===== config.mk =====
export PLATFORM = sky130hd
export DESIGN_NAME = uart_cmd_parser
export DESIGN_NICKNAME = d
export VERILOG_FILES = /design/src/rtl/uart_cmd_pkg.sv /design/src/rtl/uart_cmd_parser.sv
export SDC_FILE = /design/constraint.sdc
export NUM_CORES = 1
export LEC_CHECK = 0
export ABC_AREA = 0
export ABC_CLOCK_PERIOD_IN_PS = 2000
export BUFFER_PORTS_ARGS = -buffer_cell sky130_fd_sc_hd__buf_2
export CORE_MARGIN = 3
export CORE_UTILIZATION = 54
export CTS_CLUSTER_SIZE = 20
export DETAILED_ROUTE_END_ITERATION = 8
export PLACE_DENSITY = 0.8
export SLEW_MARGIN = 40
export SYNTH_ARGS = -nofsm -noshare
export SYNTH_HDL_FRONTEND = slang
export SYNTH_SLANG_ARGS = --single-unit

===== constraint.sdc =====
create_clock -name clk -period 2 [get_ports clk]
set_clock_uncertainty 0.15 [all_clocks]
set_input_delay 0.2 -clock clk [delete_from_list [all_inputs] [get_ports clk]]
set_output_delay 0.2 -clock clk [all_outputs]
set_load 0.02 [all_outputs]

===== src/rtl/uart_cmd_pkg.sv =====
// Shared types and constants for the UART command parser.
// Imported by the parser and by anything that decodes its command format.
package uart_cmd_pkg;

    typedef enum logic [2:0] {
        IDLE    = 3'd0,
        WR_DATA = 3'd1,
        RD_CNT  = 3'd2,
        RD_REQ  = 3'd3,
        RD_WAIT = 3'd4,
        RD_SEND = 3'd5
    } state_e;

    localparam int         WR_BIT   = 7;
    localparam logic [8:0] CNT_ZERO = 9'd256;

endpackage


===== src/rtl/uart_cmd_parser.sv =====
// Byte-stream command parser: first byte selects read/write and start address,
// then write data bytes or a read count; reads stream register data to the UART tx.
module uart_cmd_parser
    import uart_cmd_pkg::*;
#(
    parameter int ADDR_W = 7
) (
    input  logic              clk,
    input  logic              rst_n,
    input  logic              rx_data_valid,
    input  logic [7:0]        rx_data,
    input  logic              rx_block_timeout,
    output logic              reg_wr_en,
    output logic              reg_rd_en,
    output logic [ADDR_W-1:0] reg_addr,
    output logic [7:0]        reg_wdata,
    input  logic [7:0]        reg_rdata,
    input  logic              tx_busy,
    output logic              tx_data_valid,
    output logic [7:0]        tx_data
);

    localparam logic [ADDR_W-1:0] ADDR_ONE = 1;

    state_e            state_q, state_d;
    logic [ADDR_W-1:0] addr_q, addr_d;
    logic [8:0]        cnt_q, cnt_d;
    logic [7:0]        txd_q, txd_d;
    logic [7:0]        wdata_q, wdata_d;
    logic              wr_en_q, wr_en_d;
    logic              rd_en_q, rd_en_d;
    logic              txv_q, txv_d;

    always_comb begin
        state_d = state_q;
        addr_d  = addr_q;
        cnt_d   = cnt_q;
        txd_d   = txd_q;
        wdata_d = wdata_q;
        wr_en_d = 1'b0;
        rd_en_d = 1'b0;
        txv_d   = 1'b0;

        // The write strobe is out this cycle; advance for the next data byte.
        if (wr_en_q) begin
            addr_d = addr_q + ADDR_ONE;
        end

        unique case (state_q)
            IDLE: begin
                if (rx_data_valid) begin
                    addr_d  = rx_data[ADDR_W-1:0];
                    state_d = rx_data[WR_BIT] ? WR_DATA : RD_CNT;
                end
            end
            WR_DATA: begin
                if (rx_data_valid) begin
                    wr_en_d = 1'b1;
                    wdata_d = rx_data;
                end
            end
            RD_CNT: begin
                if (rx_data_valid) begin
                    cnt_d   = (rx_data == 8'd0) ? CNT_ZERO : {1'b0, rx_data};
                    state_d = RD_REQ;
                end
            end
            RD_REQ: begin
                rd_en_d = 1'b1;
                state_d = RD_WAIT;
            end
            RD_WAIT: begin
                // Read data appears the cycle after the strobe drops.
                if (!rd_en_q) begin
                    txd_d   = reg_rdata;
                    state_d = RD_SEND;
                end
            end
            RD_SEND: begin
                if (!tx_busy) begin
                    txv_d   = 1'b1;
                    addr_d  = addr_q + ADDR_ONE;
                    cnt_d   = cnt_q - 9'd1;
                    state_d = (cnt_q == 9'd1) ? IDLE : RD_REQ;
                end
            end
            default: begin
                state_d = IDLE;
            end
        endcase

        // Burst end drops any partial command once this cycle's byte is taken.
        if (rx_block_timeout &&
            (state_q == IDLE || state_q == WR_DATA || state_q == RD_CNT)) begin
            state_d = IDLE;
        end
    end

    always_ff @(posedge clk or negedge rst_n) begin
        if (!rst_n) begin
            state_q <= IDLE;
            addr_q  <= '0;
            cnt_q   <= '0;
            txd_q   <= '0;
            wdata_q <= '0;
            wr_en_q <= 1'b0;
            rd_en_q <= 1'b0;
            txv_q   <= 1'b0;
        end else begin
            state_q <= state_d;
            addr_q  <= addr_d;
            cnt_q   <= cnt_d;
            txd_q   <= txd_d;
            wdata_q <= wdata_d;
            wr_en_q <= wr_en_d;
            rd_en_q <= rd_en_d;
            txv_q   <= txv_d;
        end
    end

    assign reg_wr_en     = wr_en_q;
    assign reg_rd_en     = rd_en_q;
    assign reg_addr      = addr_q;
    assign reg_wdata     = wdata_q;
    assign tx_data_valid = txv_q;
    assign tx_data       = txd_q;

endmodule


==> flow_summary.toml <==
[critical_path]
r2r_slack_ns = 0.14
crit_start = "state_q[0]"
crit_chain = "buf_4 > nor4_4 > buf_4 > mux2_2"
worstPathArrival_ns = 1.88
crit_path_max_fanout = 15
start_kind = "flip-flop"
criticalPathCategory = "flip-flop to flip-flop"
cp_common_cell = "buf_4"
cp.depth = 4
cpPeakStageDelay_ns = 0.53
r2r_start = "state_q[0]"
r2r_end = "tx_data[2]"
end_kind = "flip-flop"
endpoint = "tx_data[2]"
reg2regPathDepth = 4
critical_path.top_delay_family = "flip-flops"
crit_required_ns = 2.02
crit_buf_inv = 2
cpMaxStageDelayCell = "dfrtp_1"

[drt]
wirelength_um = 4850
vias_per_cell = 5.82
ant_nets = 0
dr.pass1.iters = 4
routedWlPerCell_um = 15.6
drtIter0Drc = 99
drcViolationCount = 0
vias = 1809

[yosys]
syn_inst = 203
yosysWarnings = 0
ys_seq_elements = 38
synth_ff_type = "dfrtp_1"
async_flop_share_pct = 100
ys_seq_area_share_pct = 45.5
synth-edff-count = 0
syn-num-nets = 228
synth_top_area_share_pct = 45.5
synth_largest_area_cell = "dfrtp_1"
synthTopCellsByArea = "dfrtp_1, mux2_2, a21oi_1, o21ai_0, buf_4"
syn-cell-area_um2 = 2090
synthDistinctLibCells = 49
synth.avg_cell_area_um2 = 10.3

[final_layout]
multi_input_area_um2 = 1050
register_area_um2 = 951
fill_cells = 278
antenna_cells = 0
layout_common_cells = "buf_2, dfrtp_1, a21oi_1"
mostFrequentLayoutCell = "buf_2"
final_util_pct = 73.3
final_area_um2 = 2580
layout-drive-gt1-share_pct = 33.2
finalNonFillerCells = 311
area_growth_pct = 23.4
fin_nets = 289

[global_route]
grt_pass1_wl_um = 8170
grt_pass1_vias = 1768
grt.total_usage_pct = 23.3
antenna_found_initial = 0
grt_overflow = 0
grt_max_degree = 39

[power_and_ir_drop]
clockPowerShare_pct = 17.3
powerDensity_nw_per_um2 = 1430
switching_share_pct = 40.6
power_switching_uw = 1500
p_comb_share_pct = 44.1
peakVddDrop_mv = 0.839
seqPwrFrac_pct = 38.6
p_leak_uw = 0.00121
intPower_uw = 2200

[placement]
gp_congestion = 0.808
dp_cells = 295
dp_hpwl_um = 3500
placed_area_um2 = 2390
port_buffers = 46

[clocking]
root_buffer = "clkbuf_8"
ctsLongestPathBuffers = 2
cts.htree.levels = 2
clock_sinks = 38
clk_latency_ns = 0.29
clkTransAtPathRegs_ns = 0.07
cts_buffers = 5
cts_tree = "yes"
post_cts_buffers = 0

[sta]
grt_setup_unrepaired = "false"
tightestPinTransition_ns = 0.491
finalHoldViolations = 0
drv_slew = 0
timing.setup.tns_ns = 0
setup_viol = 0
fmax_mhz = 537
fin_crit_ns = 1.86
finalCritPeriodShare_pct = 93.0
relSlewSlack_pct = 67.0

[outcome]
status = "finished, final reports clean"

[floorplanning]
start_util_pct = 59.4
rows = 21
die_w_um = 68.2
fp.coreArea_um2 = 3520
die_area_um2 = 4660
die_h_um = 68.2
io_pins = 47

[hold_path]
hold_class = "input port to flip-flop"
min_path_cells = 2

[run]
drv_cap = 0
==> final cells by class <==
class                           count  area share (%)
Clock buffer                        7            2.96
Clock inverter                      1            1.16
Inverter                            9            1.31
Multi-Input combinational cell    146            40.6
Sequential cell                    38            36.8
Tap cell                           46            2.23
Timing Repair Buffer               64            14.9
==> per-layer routing <==
metal	up-vias	routed length [um]	GRT usage (%)
met2	63	2320	37.4
met3	10	296	4.76
met4	0	84	8.93
li1	879	-	-
met5	-	0	0
met1	857	2150	30.8
==> cells in the mapped netlist (3+ instances only) <==
| library cell | instances |
|---|---|
| a211oi_1 | 3 |
| dfrtp_1 | 38 |
| inv_1 | 9 |
| o21ai_0 | 12 |
| o31ai_1 | 5 |
| o22a_1 | 3 |
| ha_1 | 4 |
| and3_1 | 5 |
| a21oi_1 | 18 |
| mux2_2 | 17 |
| nor3b_1 | 3 |
| buf_4 | 8 |
| nand2_1 | 14 |
| nor3_1 | 4 |
| nor4_1 | 3 |
| nor2_1 | 10 |
| nand2b_1 | 4 |
| a21o_1 | 3 |
==> sequential cells by signal, indices dropped and copies added, names as in the netlist <==
signal         flops
reg_addr           7
reg_wr_en          1
cnt_q              9
reg_rd_en          1
state_q            3
tx_data            8
tx_data_valid      1
reg_wdata          8
==> per-stage QoR <==
| stage | setup WS (ns) | hold slack [ns] | total power, uW |
|---|---|---|---|
| floorplan | 0.303 | -0.246 | 2540 |
| global placement | 0.155 | 0.128 | 3000 |
| detailed placement | 0.140 | 0.129 | 3050 |
| CTS | 0.129 | 0.00626 | 3700 |
| global route | 0.0133 | 0.00916 | 3970 |
| finish | 0.139 | 0.0172 | 3700 |
==> how the worst min path moves through the flow <==
stage | startpoint | end | slack, ns
2_1_floorplan | rst_n | cnt_q[0] | -0.25
3_3_place_gp | rst_n | cnt_q[7] | 0.13
3_5_place_dp | rst_n | tx_data_valid | 0.13
4_1_cts | reg_rdata[1] | tx_data[1] | 0.006
5_1_grt | reg_rdata[2] | tx_data[2] | 0.009
6_report | reg_rdata[2] | tx_data[2] | 0.02
==> cells by family after synthesis <==
kind of cell / share of synthesized area, %
AO/OA/AOI/OAI: 19.9
adder cells (fa/ha/maj): 2.39
buffers and inverters: 4.90
multiplexers: 9.15
flip-flops: 45.5
AND/OR/NAND/NOR: 18.2
==> repair_timing <==
item,CTS,global route
endpoints found under the setup margin,0,4
hold endpoints to repair,44,1
gates resized for setup,0,2
hold buffers,7,1
==> power groups by stage <==
stage                     logic (uW)  clock network (uW)  registers (uW)
after CTS                       1630                 644            1420
after global placement          1580                   0            1420
after detailed placement        1620                   0            1430
after floorplan                  883                   0            1650
final                           1630                 642            1430
after global routing            1790                 690            1490
==> worst reg2reg max path, cell delays in order, from the launching register on <==
cell     delay [ns]
dfrtp_1        0.53
buf_4          0.24
nor4_4         0.27
buf_4          0.21
mux2_2         0.35
(Power assumes the default switching activity.)
